## config.mk

```make
export PLATFORM = sky130hd
export DESIGN_NAME = address_for_mem
export DESIGN_NICKNAME = d
export VERILOG_FILES = /design/src/rtl/address_for_mem_pkg.sv /design/src/rtl/address_for_mem_load_logic.sv /design/src/rtl/address_for_mem.sv
export SDC_FILE = /design/constraint.sdc
export NUM_CORES = 1
export LEC_CHECK = 0
export BUFFER_PORTS_ARGS = -buffer_cell sky130_fd_sc_hd__buf_2
export CORE_UTILIZATION = 38
export CTS_CLUSTER_SIZE = 28
export DETAILED_ROUTE_END_ITERATION = 10
export PLACE_DENSITY = 0.83
export RECOVER_POWER = 50
export SLEW_MARGIN = 20
export SYNTH_ARGS = -nofsm -noshare
export SYNTH_HDL_FRONTEND = slang
export SYNTH_SLANG_ARGS = --single-unit
export TNS_END_PERCENT = 20
```

## constraint.sdc

```tcl
create_clock -name Clock -period 1.7 [get_ports Clock]
set_input_delay 0.17 -clock Clock [delete_from_list [all_inputs] [get_ports Clock]]
set_output_delay 0.17 -clock Clock [all_outputs]
set_load 0.03 [all_outputs]
```

## src/rtl/address_for_mem_pkg.sv

```systemverilog
// address_for_mem_pkg: load/store op encodings and memory-region address bits
package address_for_mem_pkg;
  typedef enum logic [2:0] {
    LD_LB  = 3'b000,
    LD_LH  = 3'b001,
    LD_LW  = 3'b010,
    LD_LBU = 3'b011,
    LD_LHU = 3'b100,
    ST_SB  = 3'b101,
    ST_SH  = 3'b110,
    ST_SW  = 3'b111
  } ld_st_e;
  localparam int DMEM_BIT = 28;
  localparam int IMEM_BIT = 29;
  localparam int IO_BIT   = 31;
endpackage

```

## src/rtl/address_for_mem_load_logic.sv

```systemverilog
// load_logic: big-endian byte/half extraction and extension of a loaded word (word, LdStCtrl, byte_sel -> word_out)
module load_logic
  import address_for_mem_pkg::*;
(
  input  logic [31:0] word,
  input  logic [2:0]  LdStCtrl,
  input  logic [1:0]  byte_sel,
  output logic [31:0] word_out
);
  logic [31:0] sh;
  logic [7:0]  b;
  logic [15:0] h;
  always_comb begin
    sh = word << {byte_sel, 3'b000};
    b  = sh[31:24];
    h  = byte_sel[1] ? word[15:0] : word[31:16];
    word_out = (LdStCtrl == LD_LB)  ? {{24{b[7]}}, b} :
               (LdStCtrl == LD_LBU) ? {24'd0, b} :
               (LdStCtrl == LD_LH)  ? {{16{h[15]}}, h} :
               (LdStCtrl == LD_LHU) ? {16'd0, h} : word;
  end
endmodule

```

## src/rtl/address_for_mem.sv

```systemverilog
// address_for_mem: MEM-stage store address/enable/data shaping, load extraction, and WB pipeline register
module address_for_mem
  import address_for_mem_pkg::*;
#(
  parameter int ADR_W = 12
) (
  input  logic             Clock,
  input  logic             Reset,
  input  logic [31:0]      RTin,
  input  logic [31:0]      alu_out,
  input  logic [2:0]       LdStCtrl,
  output logic [ADR_W-1:0] mem_adr,
  output logic [3:0]       we_i,
  output logic [3:0]       we_d,
  output logic [31:0]      RTout,
  input  logic [31:0]      ld_word,
  input  logic [1:0]       byte_sel,
  output logic [31:0]      word_out,
  output logic [1:0]       ld_sel_q,
  output logic [2:0]       ld_ctrl_q
);
  logic [1:0]  off;
  logic [3:0]  mask;
  logic        d_hit;
  logic        i_hit;
  always_comb begin
    off     = alu_out[1:0];
    mem_adr = alu_out[ADR_W+1:2];
    mask    = (LdStCtrl == ST_SB) ? 4'b1000 >> off :
              (LdStCtrl == ST_SH) ? (off[1] ? 4'b0011 : 4'b1100) :
              (LdStCtrl == ST_SW) ? 4'b1111 : 4'b0000;
    RTout   = (LdStCtrl == ST_SB) ? RTin << {~off, 3'b000} :
              (LdStCtrl == ST_SH) ? (off[1] ? RTin : RTin << 16) : RTin;
    d_hit   = !alu_out[IO_BIT] && alu_out[DMEM_BIT];
    i_hit   = !alu_out[IO_BIT] && alu_out[IMEM_BIT];
    we_d    = d_hit ? mask : 4'b0000;
    we_i    = i_hit ? mask : 4'b0000;
  end
  load_logic u_load (
    .word     (ld_word),
    .LdStCtrl (LdStCtrl),
    .byte_sel (byte_sel),
    .word_out (word_out)
  );
  always_ff @(posedge Clock or posedge Reset) begin
    if (Reset) begin
      ld_sel_q  <= '0;
      ld_ctrl_q <= '0;
    end else begin
      ld_sel_q  <= alu_out[1:0];
      ld_ctrl_q <= LdStCtrl;
    end
  end
endmodule

```

==> metrics.yaml <==
status: "complete, no violations"
syn_inst: 231
setup_viol: 0
min_path_cells: 1
cts.path.max_buffers: 2
worstHoldStart: "alu_out[0]"
maxCapViolCount: 0
viasPerCell: 5.61
synthArstFlopShare_pct: 100
p_per_area_nw_per_um2: 500
clk_pin_slew_ns: 0.04
synth_top_area_cell: "mux2i_1"
arrival_ns: 1.50
antenna_found_initial: 0
cts_tree: "done"
htreeDepth: 1
hpwl_mm: 5.22
drtIter0Drc: 96
clkSinkCount: 5
grt_pass1_wl_mm: 9.69
synthToLayoutAreaGrowth_pct: 44.3
finalCritPeriodShare_pct: 98.1
fp-row-count: 26
startpoint_type: "input pin"
place_congestion: 0.798
die_w_um: 74.4
end_kind: "output pin"
cts_root_buffer: "clkbuf_8"
fin_crit_ns: 1.67
avgRoutedWirePerCell_um: 15.1
first_global_vias: 2185
intPower_uw: 706
hold_path_end: "ld_sel_q[0]"
syn_avg_cell_area_um2: 8.63
synth_top_area_share_pct: 11.0
drt_first_pass_iters: 5
drive_above_1_share_pct: 51.2
synth_cell_types: 46
tns_ns: 0
synthTopCellsByCount: "mux2i_1, nor2_1, nand2_1, a21o_1, a21oi_1"
wirelength_mm: 6.70
ys.flop_type: "dfrtp_1"
cellLeakagePower_nw: 1.50
n_fill_cell: 492
synthTopCellsByArea: "mux2i_1, mux4_1, mux4_2"
power.switching_uw: 732
tightest_slew_ns: 0.491
core_um2: 5070
start_util_pct: 39.3
rsz0062_at_grt: "yes"
final_cells: 443
critPathKind: "in -> out"
switching_share_pct: 50.9
ir_drop_uv: 250
hp-class: "in -> reg"
nNetsFinal: 477
synth_nets: 334
hold_viol: 0
port_buffers: 152
io_pins: 192
power.total_mw: 1.44
grt_util_all_layers_pct: 21.9
route.vias.total: 2487
diodes: 0
ys_seq_elements: 5
mappedNetlistArea_um2: 1990
p_clk_share_pct: 15.1
slew_violations: 0
ys_warn_count: 0
comb_power_share_pct: 76.1
numCtsBuffers: 3
dp.cells: 438
grt_max_degree: 26
drc: 0
timing.fmax_ghz: 0.600
required_ns: 1.53
cp_max_fo: 17
seq_area_frac_synth_pct: 6.27
die-height_um: 74.4
ant_nets: 0
synth_edf_count: 0
maxSlewHeadroom_pct: 67.2
dieArea_um2: 5540
seqPwrFrac_pct: 8.8
grt_overflow: 0
==> registers in the layout, indices dropped and copies added (netlist names) <==
signal and flops:
ld_ctrl_q 3, ld_sel_q 2
==> cell type report <==
cell class	instances	area, um^2	share of cell area [%]
clock buffers	4	45.0	1.57
inverters	3	11.3	0.391
multi-input cells	190	1640	57.0
flip-flops and latches	5	125	4.35
well taps	70	87.6	3.04
repair buffers	171	970	33.7
==> layer usage <==
layer  vias to the layer above  global-route usage [%]  wire length (um)
met1                      1140                    22.6              2490
met5                         -                       0                 0
li1                       1164                       -                 -
met2                       171                    46.4              3600
met3                        12                    2.85               580
met4                         0                    3.35                34
==> what timing repair did <==
item	in CTS	in global routing
hold buffers	1	0
endpoints found under the setup margin	13	24
resized for setup	2	6
hold endpoints to repair	5	0
pin swaps	0	1
setup buffers	0	0
==> placed cells by master, fill, tap and decap left out, types with 9 or more instances in the layout <==
master	Yosys	final
o21ai_0	9	9
a21oi_1	14	14
a21o_1	16	16
a221o_1	11	11
and2_1	9	9
clkbuf_2	2	10
mux2i_1	22	20
buf_4	12	13
nand2_1	20	20
buf_2	7	130
nor2_1	22	20
clkbuf_1	4	12
==> power groups by stage <==
stage	sequential (mW)	combinational [mW]	clock [mW]
after floorplan	0.142	0.771	0
after global placement	0.128	1.07	0
after detailed placement	0.128	1.08	0
after CTS	0.127	1.09	0.220
after global routing	0.127	1.17	0.235
final	0.127	1.09	0.217
==> cells by family (layout without fill, tap and decap cells) <==
logic type | Yosys count | count (layout) | share of synthesized area [%]
muxes | 43 | 43 | 33.1
AOI/OAI and AO/OA | 77 | 77 | 29.0
DFF | 5 | 5 | 6.27
buffers and inverters | 36 | 178 | 12.5
xor gates and xnor gates | 2 | 2 | 1.26
and+or+nand+nor | 68 | 68 | 17.9
==> worst max-delay path by stage <==
stage                      startpoint      endpoint  slack (ns)  cells after the start
after floorplan           LdStCtrl[0]   word_out[0]        0.03                      5
after global placement    LdStCtrl[0]      RTout[8]       -0.06                      6
after detailed placement  LdStCtrl[0]      RTout[9]       -0.08                      6
after CTS                 byte_sel[1]  word_out[15]       0.003                      5
after global routing      byte_sel[1]  word_out[15]       -0.02                      5
final                     LdStCtrl[0]  word_out[15]        0.03                      6
==> critical path, stage by stage <==
cell	delay, ns
buf_4	0.17
nor2b_4	0.16
mux2i_2	0.29
o22ai_4	0.20
or2_2	0.33
buf_2	0.18
==> per-stage QoR <==
step | utilization (%) | cell area (um^2) | worst slack [ns] | hold slack [ns]
after floorplan | - | 1990 | 0.0330 | -0.0515
after global placement | 55.4 | 2810 | -0.0595 | 0.0597
after detailed placement | 55.4 | 2810 | -0.0776 | 0.0670
after CTS | 56.6 | 2870 | 0.00273 | 0.160
after global routing | 56.7 | 2880 | -0.0233 | 0.162
final | 56.7 | 2880 | 0.0331 | 0.163
(Power assumes the default switching activity.)
